$ cat src/rtl/byte_serial_adder_ctrl.sv
`default_nettype none
// ============================================================================
//  Module      : byte_serial_adder_ctrl
//  Description : Multi-cycle controller that adds two NBYTES-wide operands one
//                byte per cycle through an external 8-bit ripple-carry adder.
//                It drives the adder from latched operand slices, captures
//                S/cout each cycle and assembles the full-width result.
//                Optional macro SUBTRACT_EN adds a 'sub' port: when latched
//                high, B is inverted and the initial carry is forced to 1, so
//                the result is A - B (cout_out=1 means no borrow).
//  Revision    : 1.0 - initial release
// ============================================================================
module byte_serial_adder_ctrl #(
    parameter int NBYTES = 4
) (
    input  logic                  clk,
    input  logic                  rst,
    input  logic                  start,
    input  logic [8*NBYTES-1:0]   a_in,
    input  logic [8*NBYTES-1:0]   b_in,
    input  logic                  cin,
`ifdef SUBTRACT_EN
    input  logic                  sub,
`endif
    output logic                  busy,
    output logic                  done,
    output logic [8*NBYTES-1:0]   sum_out,
    output logic                  cout_out,
    output logic [7:0]            add_a,
    output logic [7:0]            add_b,
    output logic                  add_cin,
    input  logic [7:0]            add_s,
    input  logic                  add_cout
);

    localparam int IW = (NBYTES > 1) ? $clog2(NBYTES) : 1;
    localparam logic [IW-1:0] LAST_IDX = IW'(NBYTES - 1);

    typedef enum logic [1:0] {
        IDLE = 2'd0,
        RUN  = 2'd1,
        DONE = 2'd2
    } state_t;

    state_t                  state_q, state_d;
    logic [IW-1:0]           idx_q, idx_d;
    logic                    carry_q, carry_d;
    logic [NBYTES-1:0][7:0]  a_q, a_d;
    logic [NBYTES-1:0][7:0]  b_q, b_d;
    logic [NBYTES-1:0][7:0]  acc_q, acc_d;   // bytes collected during RUN
    logic [NBYTES-1:0][7:0]  sum_q, sum_d;   // published result, updated on DONE entry
    logic                    cout_q, cout_d;
    logic                    w_load;
    logic                    w_sub_req;      // subtract request seen on the start cycle
    logic                    w_sub_act;      // subtract mode of the operation in flight

`ifdef SUBTRACT_EN
    logic                    sub_q, sub_d;
    assign w_sub_req = sub;
    assign w_sub_act = sub_q;
`else
    assign w_sub_req = 1'b0;
    assign w_sub_act = 1'b0;
`endif

    // State and datapath registers; reset aborts any operation in flight.
    always_ff @(posedge clk or posedge rst) begin
        if (rst) begin
            state_q <= IDLE;
            idx_q   <= '0;
            carry_q <= 1'b0;
            a_q     <= '0;
            b_q     <= '0;
            acc_q   <= '0;
            sum_q   <= '0;
            cout_q  <= 1'b0;
`ifdef SUBTRACT_EN
            sub_q   <= 1'b0;
`endif
        end else begin
            state_q <= state_d;
            idx_q   <= idx_d;
            carry_q <= carry_d;
            a_q     <= a_d;
            b_q     <= b_d;
            acc_q   <= acc_d;
            sum_q   <= sum_d;
            cout_q  <= cout_d;
`ifdef SUBTRACT_EN
            sub_q   <= sub_d;
`endif
        end
    end

    // Next-state logic: byte capture in RUN, operand load from IDLE or DONE.
    always_comb begin
        state_d = state_q;
        idx_d   = idx_q;
        carry_d = carry_q;
        a_d     = a_q;
        b_d     = b_q;
        acc_d   = acc_q;
        sum_d   = sum_q;
        cout_d  = cout_q;
        w_load  = 1'b0;
`ifdef SUBTRACT_EN
        sub_d   = sub_q;
`endif
        case (state_q)
            IDLE: begin
                if (start) w_load = 1'b1;
            end
            RUN: begin
                acc_d[idx_q] = add_s;
                carry_d      = add_cout;
                if (idx_q == LAST_IDX) begin
                    // Publish the complete word only once the top byte is in.
                    sum_d   = acc_d;
                    cout_d  = add_cout;
                    state_d = DONE;
                end else begin
                    idx_d = idx_q + 1'b1;
                end
            end
            DONE: begin
                if (start) w_load  = 1'b1;
                else       state_d = IDLE;
            end
            default: state_d = IDLE;
        endcase

        if (w_load) begin
            a_d     = a_in;
            b_d     = b_in;
            // Subtraction supplies the +1 of the two's complement via carry-in.
            carry_d = w_sub_req ? 1'b1 : cin;
            idx_d   = '0;
            state_d = RUN;
`ifdef SUBTRACT_EN
            sub_d   = sub;
`endif
        end
    end

    // Adder drive: current operand slices and running carry, idle at zero.
    always_comb begin
        add_a   = 8'h00;
        add_b   = 8'h00;
        add_cin = 1'b0;
        if (state_q == RUN) begin
            add_a   = a_q[idx_q];
            add_b   = b_q[idx_q] ^ {8{w_sub_act}};
            add_cin = carry_q;
        end
    end

    assign busy     = (state_q == RUN);
    assign done     = (state_q == DONE);
    assign sum_out  = sum_q;
    assign cout_out = cout_q;

endmodule
`default_nettype wire
$ cat config.mk
export PLATFORM = sky130hd
export DESIGN_NAME = byte_serial_adder_ctrl
export DESIGN_NICKNAME = d
export VERILOG_FILES = /design/src/rtl/byte_serial_adder_ctrl.sv
export SDC_FILE = /design/constraint.sdc
export NUM_CORES = 1
export LEC_CHECK = 0
export CORE_AREA = 2 2 102 129
export DETAILED_ROUTE_END_ITERATION = 10
export DIE_AREA = 0 0 104 131
export GPL_TIMING_DRIVEN = 0
export MAX_ROUTING_LAYER = met4
export PLACE_DENSITY = 0.75
export SLEW_MARGIN = 20
export SYNTH_ARGS = -nofsm -noshare
export SYNTH_HDL_FRONTEND = slang
export SYNTH_SLANG_ARGS = --single-unit
$ cat constraint.sdc
create_clock -name clk -period 4.6 [get_ports clk]
set_input_delay 1.15 -clock clk [delete_from_list [all_inputs] [get_ports clk]]
set_output_delay 1.15 -clock clk [all_outputs]
set_load 0.02 [all_outputs]
==> metrics <==
outcome complete, no violations; I/O Pins ~130; Remaining DRCs 0; H-tree level count 4; global-route wire length before repair 19200 um; antenna violations before repair 0; vias in the first global route 3844; pin count of the biggest net entering global routing 66; Max stage delay cell, worst path clkdlybuf4s50_1; minimum clock period about 3.6 ns; largest area contributor in the netlist dfrtp_1; layout cells sized above 1 30.3%; post-CTS setup buffer count 0; Post-Synth Simple-Gate Area under 10%; main combinational cell family by area after synthesis multiplexers; Relative slew margins around three fifths; Hold Crit Endpoint sum_out[17]; Crit Path Class reg2out; CTS root buf clkbuf_16; post-synthesis adder-cell area fraction less than 1%; Final ANT Viol Nets 0; Final nets 606; Post-synth EDFFs 0; Final setup viols 0; gr ovfl total 0; Worst Path Max Fanout 10; reg-to-reg slack, setup approximately 2.4 ns; sequential area share after synthesis 57.2%; Clock Path Buffers 2; post-synthesis mux area share a little under a third; Commonest cells post-synth dfrtp_1, mux2_2, o21ai_0; CTS tree built; setup TNS 0 ns; RSZ-0062 raised after global routing no; CTS Hold Bufs 0; die area 13600 um2; final wirelength roughly 12000 um; clk_skew between 0.008 and 0.009 ns; top-count cell post-synth dfrtp_1; CP bufs+invs 3; cells after synthesis around 380; Unique masters post-synth 22; Post-synth ARST share 100%; Area growth, synth to finish 38.1%; R2R cell count 7; Final Hold Fails 0; crit-path leading delay family buffers and inverters; Worst EP required 3.45 ns; diodes inserted 0; post_cts resized 0; Initial Util about 44%; gpl congestion 0.760; synthesized area per cell approximately 15 um2; WHS 0.477 ns; worst skew pair latency 0.41 ns; wire length per cell 17.0 um; period utilisation layout ~78%; Yosys top cell area share 57.2%; worst-path cell chain nor2b_1 > buf_2 > clkbuf_1 > and2_1 > clkdlybuf4s50_1; Worst setup EP type output pin; biggest cell delay along the critical path 0.61 ns; Ys Warns 0; die width around 100 um; HP Start sum_out[17]; Hold Path Class reg2reg; area of the core 12400 um2; Mapped Area 5510 um2; Reg clk slew, reported paths approximately 0.05 ns; IO Port Bufs 128; FF-to-FF End acc_q[14]; clock sink count about 130; xor/xnor share of the synthesized area 0%; Worst Setup Start Kind flop; total nets after synthesis 458; hold depth 2; num rows 46; pwr/cell area 768 nW/um2; Vias/cell between 5 and 6; Synth Area in Compound Gates under 10%; top cells by area, synth dfrtp_1, mux2_2, mux2i_1, mux4_2, mux4_1; DR vias 3567; DPL Wire Length around 8500 um; Initial DRC Count between 90 and 100; max_cap viols 0; Leakage 0.00321 uW; CTS buffer count 17; Yosys reg bits ~130; reg2reg start idx_q[1]; die height 131 um; Least-Margin Pin Slew around 0.6 ns; Slew Limit Fails 0; Global Route Usage Sum a little under a fifth; Top FF cell, synth dfrtp_1; Max Freq 0.280 GHz; WP data arrival 2.42 ns; drt pass-1 iters 4; peak supply drop 0.393 mV
[cells by family after synthesis]
group	count (synthesis)
multiplexers	138
adder cells (fa/ha/maj)	4
buffers and inverters	30
flip-flops	126
AO/OA/AOI/OAI	29
AND/OR/NAND/NOR	50
[worst max path at each step]
stage	startpoint	endpoint	cells after the start
CTS	idx_q[1]	add_a[5]	5
global route	state_q[0]	add_b[7]	5
finish	state_q[0]	add_a[5]	5
detailed placement	idx_q[1]	add_a[5]	5
floorplan	rst	a_q[0]	1
global placement	rst	b_q[11]	2
[sequential cells by signal, indices dropped and copies added (netlist names)]
register	cells
a_q	32
b_q	32
sum_out	32
acc_q	24
idx_q	2
state_q	2
carry_q	1
cout_out	1
[routing by layer]
layer	part of all wire (%)	vias up	global-route usage (%)	wire length, um
met4	1.6	0	7.79	195
met3	5.3	21	4.86	642
met2	51	112	33.2	6180
met5	0	-	-	0
met1	42	1793	21.3	5000
li1	-	1641	-	-
[where the power goes]
group / internal [uW] / switching (uW)
registers: 1680 / 273
clock network: 788 / 497
logic: 1440 / 1170
total: 3910 / 1940
[area by class of cell]
cell class                      instances  area [um2]
Fill cell                             999        4820
Clock buffer                           20         467
Sequential cell                       126        3150
Tap cell                              168         210
Multi-Input combinational cell        221        2180
Clock inverter                         12         110
Timing Repair Buffer                  129        1310
Inverter                                5        23.8
Buffer                                 25         156
[cell usage in the layout, fill, tap and decap left out]
master and n:
clkdlybuf4s50_1 128, dfrtp_1 126, mux2_2 97, o21ai_0 26, mux2i_1 25, nand2_1 25
and2_1 17, clkbuf_16 17, buf_2 13, mux4_2 9, mux4_1 7, clkbuf_1 6
inv_1 4, inv_6 4, ha_1 4, clkinvlp_4 4, nor2b_1 3, nand2_2 3
buf_6 3, clkinv_2 3, clkbuf_8 3, buf_4 2, nand3b_1 1, buf_12 1
a211oi_1 1, a31o_2 1, a21o_1 1, nand3_1 1, bufinv_16 1, clkinv_4 1
buf_16 1
[worst min-delay path, stage by stage (launching register included)]
cell     delay, ns
dfrtp_1       0.33
nand2_1       0.05
o21ai_0       0.06
[per-stage QoR]
step	util [%]	instance area, um2	setup WS [ns]	std cells	total power [uW]
3_5_place_dp	56.6	7040	1.44	674	4610
6_report	61.2	7610	1.03	706	5850
3_3_place_gp	56.3	7000	-1.48	673	4520
4_1_cts	61.2	7610	0.981	706	5910
5_1_grt	61.2	7610	0.913	706	6190
2_1_floorplan	-	5510	0.0941	377	3620
(Power assumes the default switching activity.)
